`src/rtl/clusterv_wb_sram_bridge.sv`:
```
// -----------------------------------------------------------------------------
// clusterv_wb_sram_bridge
//
// Purpose: Wishbone target that maps a word-addressed SRAM into a byte-address
// window starting at BASE_ADDR. Writes complete in one cycle (ack the cycle
// after the request). Reads wait one cycle for the SRAM data before acking.
// Misaligned or out-of-window accesses get err instead of ack and never
// strobe the SRAM.
//
// Ports:
//   clock         single clock, rising edge
//   reset         asynchronous, active-low reset
//   adr_i         Wishbone byte address
//   dat_w         Wishbone write data
//   dat_r         Wishbone read data (holds the last completed read)
//   cyc, stb, we  Wishbone cycle, strobe and write-enable
//   sel           Wishbone byte selects
//   ack, err      Wishbone termination
//   i_addr        SRAM word address
//   i_write_data  SRAM write data
//   i_read_data   SRAM read data, valid the cycle after i_read_en
//   i_read_en     SRAM read strobe
//   i_write_en    SRAM write strobe
//   i_byte_en     SRAM byte enables
// -----------------------------------------------------------------------------
module clusterv_wb_sram_bridge #(
  parameter int          ADDR_BITS = 10,
  parameter logic [31:0] BASE_ADDR = 32'h0000_0000
) (
  input  logic                 clock,
  input  logic                 reset,
  input  logic [31:0]          adr_i,
  input  logic [31:0]          dat_w,
  output logic [31:0]          dat_r,
  input  logic                 cyc,
  input  logic                 stb,
  input  logic                 we,
  input  logic [3:0]           sel,
  output logic                 ack,
  output logic                 err,
  output logic [ADDR_BITS-1:0] i_addr,
  output logic [31:0]          i_write_data,
  input  logic [31:0]          i_read_data,
  output logic                 i_read_en,
  output logic                 i_write_en,
  output logic [3:0]           i_byte_en
);

  localparam logic [1:0] S_IDLE    = 2'd0;
  localparam logic [1:0] S_RD_WAIT = 2'd1;
  localparam logic [1:0] S_RESP    = 2'd2;

  logic [1:0]  r_state;
  logic        r_err;
  logic [31:0] r_dat_r;

  logic w_request;
  logic w_bad;
  logic w_in_resp;

  // Gating with reset keeps the SRAM strobes low while reset is held, even
  // though the state register already sits in IDLE.
  assign w_request = reset & (r_state == S_IDLE) & cyc & stb;

  assign w_bad = (adr_i[1:0] != 2'b00) |
                 (adr_i[31:ADDR_BITS+2] != BASE_ADDR[31:ADDR_BITS+2]);

  assign i_addr       = adr_i[ADDR_BITS+1:2];
  assign i_write_data = dat_w;
  assign i_byte_en    = sel;

  assign i_write_en = w_request &  we & ~w_bad;
  assign i_read_en  = w_request & ~we & ~w_bad;

  // Termination is qualified by cyc so a master that gives up in the
  // response cycle never sees a stray ack/err.
  assign w_in_resp = (r_state == S_RESP) & cyc;
  assign ack       = w_in_resp & ~r_err;
  assign err       = w_in_resp &  r_err;

  assign dat_r = r_dat_r;

  always_ff @(posedge clock or negedge reset) begin
    if (!reset) begin
      r_state <= S_IDLE;
      r_err   <= 1'b0;
      r_dat_r <= 32'h0;
    end else begin
      case (r_state)
        S_IDLE: begin
          if (w_request) begin
            if (w_bad) begin
              r_state <= S_RESP;
              r_err   <= 1'b1;
            end else if (we) begin
              r_state <= S_RESP;
              r_err   <= 1'b0;
            end else begin
              r_state <= S_RD_WAIT;
              r_err   <= 1'b0;
            end
          end
        end
        S_RD_WAIT: begin
          // Dropping cyc while the SRAM read is in flight abandons it;
          // dat_r keeps the previous completed value.
          if (cyc) begin
            r_dat_r <= i_read_data;
            r_state <= S_RESP;
          end else begin
            r_state <= S_IDLE;
          end
        end
        S_RESP: begin
          r_state <= S_IDLE;
        end
        default: begin
          r_state <= S_IDLE;
        end
      endcase
    end
  end

endmodule

```
`config.mk`:
```
export PLATFORM = sky130hd
export DESIGN_NAME = clusterv_wb_sram_bridge
export DESIGN_NICKNAME = d
export VERILOG_FILES = /design/src/rtl/clusterv_wb_sram_bridge.sv
export SDC_FILE = /design/constraint.sdc
export NUM_CORES = 1
export LEC_CHECK = 0
export CORE_UTILIZATION = 27
export CTS_BUF_LIST = sky130_fd_sc_hd__clkbuf_4 sky130_fd_sc_hd__clkbuf_8 sky130_fd_sc_hd__clkbuf_16
export CTS_CLUSTER_SIZE = 28
export DETAILED_ROUTE_END_ITERATION = 8
export GPL_TIMING_DRIVEN = 0
export PLACE_DENSITY = 0.85
export RECOVER_POWER = 25
export SLEW_MARGIN = 5
export SYNTH_ARGS = -nofsm -noshare
export SYNTH_HDL_FRONTEND = slang
export SYNTH_SLANG_ARGS = --single-unit
```
`constraint.sdc`:
```
create_clock -name clock -period 1.37 [get_ports clock]
set_input_delay 0.274 -clock clock [delete_from_list [all_inputs] [get_ports clock]]
set_output_delay 0.274 -clock clock [all_outputs]
set_load 0.005 [all_outputs]
```
==> results of run 1 <==
[power by group through the flow]
stage,Sequential (mW),Combinational [mW],Clock (mW)
after global routing,1.03,0.478,1.03
after detailed placement,1.06,0.462,0
after global placement,1.06,0.457,0
after CTS,1.04,0.447,0.977
after floorplan,1.06,0.123,0
final,1.04,0.448,0.946
[layer usage]
layer  up-vias  global-route usage [%]  part of all wire (%)
met5         -                       0                     0
met3         6                    4.95                   9.4
met2       104                    29.3                    57
met4         0                    4.09                  0.98
met1       754                    14.0                    32
li1        769                       -                     -
[registers in the layout, summed over array words and instances, names as in the netlist]
name and flops:
r_err 1, dat_r 32, r_state 2
[cell type report]
type	instances	area, um^2
fill	606	3120
timing repair buffer	155	1510
sequential	35	876
multi-input combinational	55	676
buffer	50	417
tap	96	120
clock buffer	6	82.6
clock inverter	2	35.0
inverter	1	3.75
[Yosys cell counts (2+ instances only)]
library cell               count
sky130_fd_sc_hd__mux2_4       30
sky130_fd_sc_hd__nor4_1        8
sky130_fd_sc_hd__mux2_2        2
sky130_fd_sc_hd__nand2_1       3
sky130_fd_sc_hd__buf_12        3
sky130_fd_sc_hd__buf_4        46
sky130_fd_sc_hd__dfrtp_1      35
sky130_fd_sc_hd__o31a_1        2
sky130_fd_sc_hd__and4bb_2      2
[worst reg2reg max path, cell delays in order, from the launching register on]
cell and delay (ps):
sky130_fd_sc_hd__dfrtp_1 380, sky130_fd_sc_hd__buf_4 130, sky130_fd_sc_hd__nand2_2 50, sky130_fd_sc_hd__or2_1 220, sky130_fd_sc_hd__buf_6 150, sky130_fd_sc_hd__bufbuf_16 280, sky130_fd_sc_hd__mux2_4 290
[logic make-up (layout without fill, tap and decap cells)]
group           after synthesis  count (layout)  share of synthesized area, %
buf+inv                      51             214                          21.8
compound gates                4               4                          1.56
mux                          32              32                          24.5
simple gates                 19              19                          6.62
flops                        35              35                          45.5
[metrics by stage]
stage          worst slack, ps  hold slack, ps
2_1_floorplan             35.6           -21.6
3_3_place_gp             -2140             487
3_5_place_dp             -1110             408
4_1_cts                   -373           -52.5
5_1_grt                   -472            -113
6_report                  -388            -126
[what timing repair did]
item                       CTS  global route
gates resized for setup     72            34
gates cloned                 3             0
setup buffers               11             3
pin swaps                   13             9
setup endpoints to repair   69            39
hold endpoints to repair    35            35
[worst max-delay path by stage]
stage                             to  slack, ps              startpoint
after floorplan            i_read_en         40               adr_i[26]
after global placement    i_write_en      -2140                   reset
after detailed placement  i_write_en      -1110                   reset
after CTS                 i_write_en       -370  r_state[1]$_DFFE_PN0P_
after global routing       i_read_en       -470  r_state[0]$_DFFE_PN0P_
final                      i_read_en       -390  r_state[1]$_DFFE_PN0P_
==> results.md, run 1 <==
- Buffering stage count on the worst path with inverters included: 1
- Vias post-DR: 1633
- Switch Pwr: around 480 uW
- Final number of max-transition violations: 0
- Maximum cell stage delay along the critical path: 410 ps
- Final hold violation count: 35
- Count of boundary I/O pins: 187
- Vias in the first global route: 1759
- R2R Path End: dat_r[26]$_DFFE_PN0P_
- Most common library cell in the layout ignoring fill and taps: sky130_fd_sc_hd__clkdlybuf4s50_1
- Final Hold Slack: -126 ps
- Die X-Extent: between 80 and 90 um
- Clock root buffer master: sky130_fd_sc_hd__clkbuf_8
- Peak clock frequency supported by timing: 569 MHz
- Area share of the largest cell type after synthesis: 45.5%
- Warnings, synthesis: 0
- Worst r2r src: r_state[0]$_DFFE_PN0P_
- Share of the clock period used by the worst path after layout: 128%
- Fraction of final layout cells with drive strength greater than 1: a little over two fifths
- Clock share of power: between 30% and 40%
- Cell Chain, Critical Path: and4bb_2 > nand2_2 > nor4_2 > buf_2
- Die ar.: 0.00748 mm^2
- Main flop type after synthesis: sky130_fd_sc_hd__dfrtp_1
- Worst hold path class: in2async
- Final setup violation count: 33
- Total clock sinks: 35
- Outcome: finished, violations left
- Crit path kind: reg2out
- Routed wire length: roughly 5600 um
- Cell family with the largest share of critical-path delay: simple AND/OR/NAND/NOR gates
- Dominant cells by area after synthesis: sky130_fd_sc_hd__dfrtp_1 (45%), sky130_fd_sc_hd__mux2_4 (23%), sky130_fd_sc_hd__buf_4 (18%)
- Global-route congestion overflow total: 0
- Worst Path Max Fanout: 5
- Clock tree from TritonCTS: done
- Clock edge transition at the registers on the reported setup and hold paths: 70 ps
- Placed cell areas: between 0.003 and 0.004 mm^2
- Largest net degree at the start of global routing: 38
- Mean number of vias per cell: 4.08
- Sequential share of power: 42.6%
- Remaining routing DRC violations: 0
- Required @ worst endpoint: 1100 ps
- Clock latency reported for the late side of the worst-skew pair: 280 ps
- Total power divided by cell area: 654 mW/mm^2
- Highest ir drop seen on vdd: about 0.00032 V
- Floorplan core area: 0.00683 mm^2
- Worst-case headroom to the max-slew limit: roughly 78%
- Setup TNS: -6030 ps
- Cell taking the most area after synthesis: sky130_fd_sc_hd__dfrtp_1
- Fraction of power consumed by combinational cells: a little under a fifth
- Sequential element share of the synthesized area: a little under half
- Post-Route Skew: 2.82 ps
- Violated checks: hold timing, setup timing
- Internal Dissipation: ~2.0 mW
- Setup crit start kind: register
- Utilization of the core after routing: 54.4%
- Cell Rows: 30
- Clock period minus final worst setup slack: 1760 ps
- Final instance area: 0.00371 mm^2
- Total chip power: 2.43 mW
- Height of the chip: 86.5 um
- RSZ-0062 raised after global routing: yes
- Commonest non-fill, non-tap cells in the layout: sky130_fd_sc_hd__clkdlybuf4s50_1 (80), sky130_fd_sc_hd__buf_4 (55), sky130_fd_sc_hd__dlygate4sd2_1 (39), sky130_fd_sc_hd__dfrtp_1 (35), sky130_fd_sc_hd__mux2_4 (30)
- Flop2flop setup slack: -250 ps
- Async set-or-reset flop fraction in the synthesized netlist: 100%
- Instance count of the mapped netlist: 141
- GR Util All Layers: between 10 and 15%
- PnR worst setup slack: -388 ps
- Total nets after synthesis: approximately 250
- Synth-to-Final Area Change: 92.8%
- Max H-tree Level: 2
- Slowest cell on the critical path: sky130_fd_sc_hd__dfrtp_1
- Netlist cell types: 19
- Worst path depth: 4
- Diodes inserted: 0
- Leakage dissipation: 2.02 nW
- Syn_area_per_cell: 13.7 um^2
- HPWL after detailed placement: around 4500 um
- Initial Util: between 20% and 30%
- DRT Pass-1 Iters: 3
- Cell count after placement: 377
- Count of buffers inserted at the top-level ports: 140
- Final weighted congestion in routability-driven placement: around 0.76
- Number of flops mapped to enable cells by yosys: 0
- Critical path endpoint category: primary output
- Switching portion of total power: between 10% and 20%
- Post-route ant nets: 0
- Max cap viols: 0
- Non-filler instance count after layout: 400
- Number of violations reported at the end of detailed-routing iteration 0: 6
- Depth of the worst register-to-register path: 6
- Actual transition at the worst max-transition pin: 333 ps
- Post-Synthesis Cell Area: 0.00193 mm^2
- WP data arrival: 1480 ps
- Wire length of the first global-routing pass: between 8000 and 9000 um
- Flop and latch count out of synthesis: 35
- DR WL/cell: 14.0 um
- Total Nets Final: 408
- Maximum number of buffers from clock root to sink: 2
- Initial antenna violation count: 0
- Num CTS Buffers: 5
Note: power is estimated with default switching activity, not from simulation.
==> run 2, diff against run 1 <==
--- a/config.mk
+++ b/config.mk
@@ -16,3 +16,4 @@
 export SYNTH_ARGS = -nofsm -noshare
 export SYNTH_HDL_FRONTEND = slang
 export SYNTH_SLANG_ARGS = --single-unit
+export TNS_END_PERCENT = 100
==> results of run 2 <==
The final DEF is identical to that of run 1; final timing and power are the same.
==> run 3, diff against run 2 <==
--- a/config.mk
+++ b/config.mk
@@ -5,6 +5,7 @@
 export SDC_FILE = /design/constraint.sdc
 export NUM_CORES = 1
 export LEC_CHECK = 0
+export ABC_AREA = 1
 export CORE_UTILIZATION = 27
 export CTS_BUF_LIST = sky130_fd_sc_hd__clkbuf_4 sky130_fd_sc_hd__clkbuf_8 sky130_fd_sc_hd__clkbuf_16
 export CTS_CLUSTER_SIZE = 28
@@ -12,8 +13,6 @@
 export GPL_TIMING_DRIVEN = 0
 export PLACE_DENSITY = 0.85
 export RECOVER_POWER = 25
-export SLEW_MARGIN = 5
 export SYNTH_ARGS = -nofsm -noshare
 export SYNTH_HDL_FRONTEND = slang
 export SYNTH_SLANG_ARGS = --single-unit
-export TNS_END_PERCENT = 100
==> run 3 against run 2 <==
The run still ends with hold timing, setup timing left. Critical path depth up 1. Worst hold slack barely moved. Setup slack better by 190 ps. Count of clock-buffer cells in the layout is 1 lower. Highest routed layer unchanged. First-iteration DRC count grew to 5.7 times the previous value. Flip-flop and latch count is the same. Clock skew rose by 1.1 ps. Clock power fell by 3.0%. Critical endpoint is now i_write_en. Global-route usage fell by 0.73 points.
==> results.md, run 3 <==
- Violated checks: hold timing, setup timing (unchanged)
- Cell Rows: 30 (unchanged)
- Number of flip-flops in the largest register: 32 (unchanged)
- RSZ-0062 raised after global routing: yes (unchanged)
- Outcome: finished, violations left (unchanged)
- Met1 routed wirelength after detailed routing: 1890 um (was 1810 um)
- Setup TNS: -1810 ps (was -6030 ps)
- HPWL after detailed placement: 4090 um (was 4490 um)
- Count of boundary I/O pins: 187 (unchanged)
- Worst hold path class: in2async (unchanged)
- Die ar.: 0.00738 mm^2 (was 0.00748 mm^2)
- Final Hold Slack: -126 ps (about the same)
- Leakage dissipation: 1.99 nW (was 2.02 nW)
- Fraction of final layout cells with drive strength greater than 1: 39.4% (was 42.4%)
- Maximum number of buffers from clock root to sink: 2 (unchanged)
- Floorplan core area: 0.00679 mm^2 (was 0.00683 mm^2)
- Top cells by count, synth: sky130_fd_sc_hd__buf_4 (46), sky130_fd_sc_hd__dfrtp_1 (35), sky130_fd_sc_hd__mux2_4 (29) (was sky130_fd_sc_hd__buf_4 (46), sky130_fd_sc_hd__dfrtp_1 (35), sky130_fd_sc_hd__mux2_4 (30))
- Diodes inserted: 0 (unchanged)
- PnR worst setup slack: -203 ps (was -388 ps)
- Number of violations reported at the end of detailed-routing iteration 0: 34 (was 6)
- Most common library cell in the layout ignoring fill and taps: sky130_fd_sc_hd__clkdlybuf4s50_1 (unchanged)
- Final hold violation count: 35 (unchanged)
- Initial Util: 28.0% (was 28.2%)
- Maximum cell stage delay along the critical path: 390 ps (was 410 ps)
- Total Nets Final: 426 (was 408)
- Sequential element share of the synthesized area: 46.1% (was 45.5%)
- Async set-or-reset flop fraction in the synthesized netlist: 100% (unchanged)
- DRT Pass-1 Iters: 3 (unchanged)
- Commonest non-fill, non-tap cells in the layout: sky130_fd_sc_hd__clkdlybuf4s50_1 (80), sky130_fd_sc_hd__buf_4 (62), sky130_fd_sc_hd__dlygate4sd2_1 (40), sky130_fd_sc_hd__dfrtp_1 (35), sky130_fd_sc_hd__mux2_4 (29) (was sky130_fd_sc_hd__clkdlybuf4s50_1 (80), sky130_fd_sc_hd__buf_4 (55), sky130_fd_sc_hd__dlygate4sd2_1 (39), sky130_fd_sc_hd__dfrtp_1 (35), sky130_fd_sc_hd__mux2_4 (30))
- Crit path kind: reg2out (unchanged)
- Highest ir drop seen on vdd: 0.000329 V (was 0.000317 V)
- Fraction of the mapped netlist area in adder cells: 0% (unchanged)
- Post-route ant nets: 0 (unchanged)
- Routed met2 length: 2900 um (was 3220 um)
- Num CTS Buffers: 5 (unchanged)
- Dominant combinational cell family by area after synthesis: multiplexers (unchanged)
- Count of buffers inserted at the top-level ports: 140 (unchanged)
- Flop and latch count out of synthesis: 35 (unchanged)
- Actual transition at the worst max-transition pin: 330 ps (was 333 ps)
- Clock tree from TritonCTS: done (unchanged)
- Clock period minus final worst setup slack: 1570 ps (was 1760 ps)
- Cell count after placement: 392 (was 377)
- Final number of max-transition violations: 0 (unchanged)
- Setup WS pre-CTS: -1020 ps (was -1110 ps)
- Placed cell areas: 0.00342 mm^2 (was 0.00344 mm^2)
- Dominant cells by area after synthesis: sky130_fd_sc_hd__dfrtp_1 (46%), sky130_fd_sc_hd__mux2_4 (23%), sky130_fd_sc_hd__buf_4 (18%) (was sky130_fd_sc_hd__dfrtp_1 (45%), sky130_fd_sc_hd__mux2_4 (23%), sky130_fd_sc_hd__buf_4 (18%))
- Max cap viols: 0 (unchanged)
- Remaining routing DRC violations: 0 (unchanged)
- Netlist cell types: 14 (was 19)
- Global-route congestion overflow total: 0 (unchanged)
- Mean number of vias per cell: 4.00 (was 4.08)
- Clock latency reported for the late side of the worst-skew pair: 280 ps (about the same)
- Die X-Extent: 85.9 um (was 86.5 um)
- Xor-xnor portion of the synthesized cell area: 0% (unchanged)
- Height of the chip: 85.9 um (was 86.5 um)
- Number of flops mapped to enable cells by yosys: 0 (unchanged)
- Largest net degree at the start of global routing: 37 (was 38)
- Required @ worst endpoint: 1100 ps (about the same)
- Area share of the largest cell type after synthesis: 46.1% (was 45.5%)
- Worst r2r src: r_state[0]$_DFFE_PN0P_ (unchanged)
- Post-Route Skew: 3.92 ps (was 2.82 ps)
- Routed wire length on met3: 498 um (was 530 um)
- Slowest cell on the critical path: sky130_fd_sc_hd__dfrtp_1 (unchanged)
- Cell Chain, Critical Path: nor2_2 > nand4_1 > buf_4 > nor3_2 > buf_2 (was and4bb_2 > nand2_2 > nor4_2 > buf_2)
- Wire length of the first global-routing pass: 7870 um (was 8340 um)
- GR Util All Layers: 13.9% (was 14.6%)
- Total clock sinks: 35 (unchanged)
- Max layer used: met4 (unchanged)
- Buffering stage count on the worst path with inverters included: 2 (was 1)
- Final instance area: 0.00370 mm^2 (was 0.00371 mm^2)
- Worst-case headroom to the max-slew limit: 78.0% (was 77.8%)
- Max H-tree Level: 2 (unchanged)
- Post-Synthesis Cell Area: 0.00190 mm^2 (was 0.00193 mm^2)
- Simple-gate share of the synthesized area: 7.97% (was 6.62%)
- Total chip power: 2.59 mW (was 2.43 mW)
- Non-filler instance count after layout: 418 (was 400)
- Critical path endpoint category: primary output (unchanged)
- Most numerous cell in the Yosys netlist: sky130_fd_sc_hd__buf_4 (unchanged)
- Utilization of the core after routing: 54.5% (was 54.4%)
- WP data arrival: 1300 ps (was 1480 ps)
- Cell taking the most area after synthesis: sky130_fd_sc_hd__dfrtp_1 (unchanged)
- Initial antenna violation count: 0 (unchanged)
- DR WL/cell: 12.7 um (was 14.0 um)
- Synth Area in Compound Gates: 0.527% (was 1.56%)
- Synth-to-Final Area Change: 94.9% (was 92.8%)
- Routed wire length: 5320 um (was 5610 um)
- Syn_area_per_cell: 12.2 um^2 (was 13.7 um^2)
- Warnings, synthesis: 0 (unchanged)
- Multiplexer share of the synthesized area: 24.7% (was 24.5%)
- Worst Path Max Fanout: 2 (was 5)
- Main flop type after synthesis: sky130_fd_sc_hd__dfrtp_1 (unchanged)
- Final weighted congestion in routability-driven placement: 0.724 (was 0.763)
- Share of the clock period used by the worst path after layout: 115% (was 128%)
- Clock edge transition at the registers on the reported setup and hold paths: 80 ps (was 70 ps)
- Clock root buffer master: sky130_fd_sc_hd__clkbuf_8 (unchanged)
- Total power divided by cell area: 700 mW/mm^2 (was 654 mW/mm^2)
- Setup crit start kind: register (unchanged)
- Peak clock frequency supported by timing: 636 MHz (was 569 MHz)
- Vias in the first global route: 1730 (was 1759)
- Instance count of the mapped netlist: 156 (was 141)
- Total nets after synthesis: 261 (was 246)
- Vias post-DR: 1674 (was 1633)
- Cell family with the largest share of critical-path delay: flip-flops (was simple AND/OR/NAND/NOR gates)
- Timing startpoint of the critical path: r_state[0]$_DFFE_PN0P_ (was r_state[1]$_DFFE_PN0P_)
- Final setup violation count: 35 (was 33)
run 3: worst paths after layout:
path | end | slack (ps) | cells after the start
worst max-delay path | i_write_en | -200 | 5
worst min-delay path | dat_r[4]$_DFFE_PN0P_ | -130 | 1
worst max register to register | dat_r[20]$_DFFE_PN0P_ | -60 | 5
worst min register to register | dat_r[21]$_DFFE_PN0P_ | 500 | 1
max in group asynchronous | dat_r[19]$_DFFE_PN0P_ | 1240 | 1
min in group clock | r_err$_DFFE_PN0P_ | 500 | 6
run 3: area by class of cell:
class / count / area [um^2]
sequential: 35 / 876
tap: 96 / 120
timing repair buffer: 158 / 1490
inverter: 4 / 17.5
fill: 576 / 3090
clock inverter: 3 / 43.8
buffer: 49 / 405
multi-input combinational: 68 / 682
clock buffer: 5 / 68.8
run 3: power by group:
group          switching (mW)  internal [mW]
Sequential             0.0103           1.05
Clock                   0.377          0.542
Combinational           0.201          0.416
run 3: kinds of logic (layout without fill, tap and decap cells):
family	Yosys count	in the layout
muxes	32	32
and+or+nand+nor	34	34
AOI/OAI and AO/OA	2	2
DFF	35	35
buffers and inverters	53	219
run 3: repair_timing:
item / CTS / global route
cloned: 0 / 1
setup endpoints to repair: 38 / 12
setup buffers: 15 / 5
endpoints found under the hold margin: 35 / 35
resized for setup: 86 / 28
pin swaps: 25 / 25
run 3: metal layers:
layer,GRT usage [%],up-vias
li1,-,788
met2,25.8,110
met4,5.30,0
met3,5.00,4
met5,0,-
met1,14.2,772
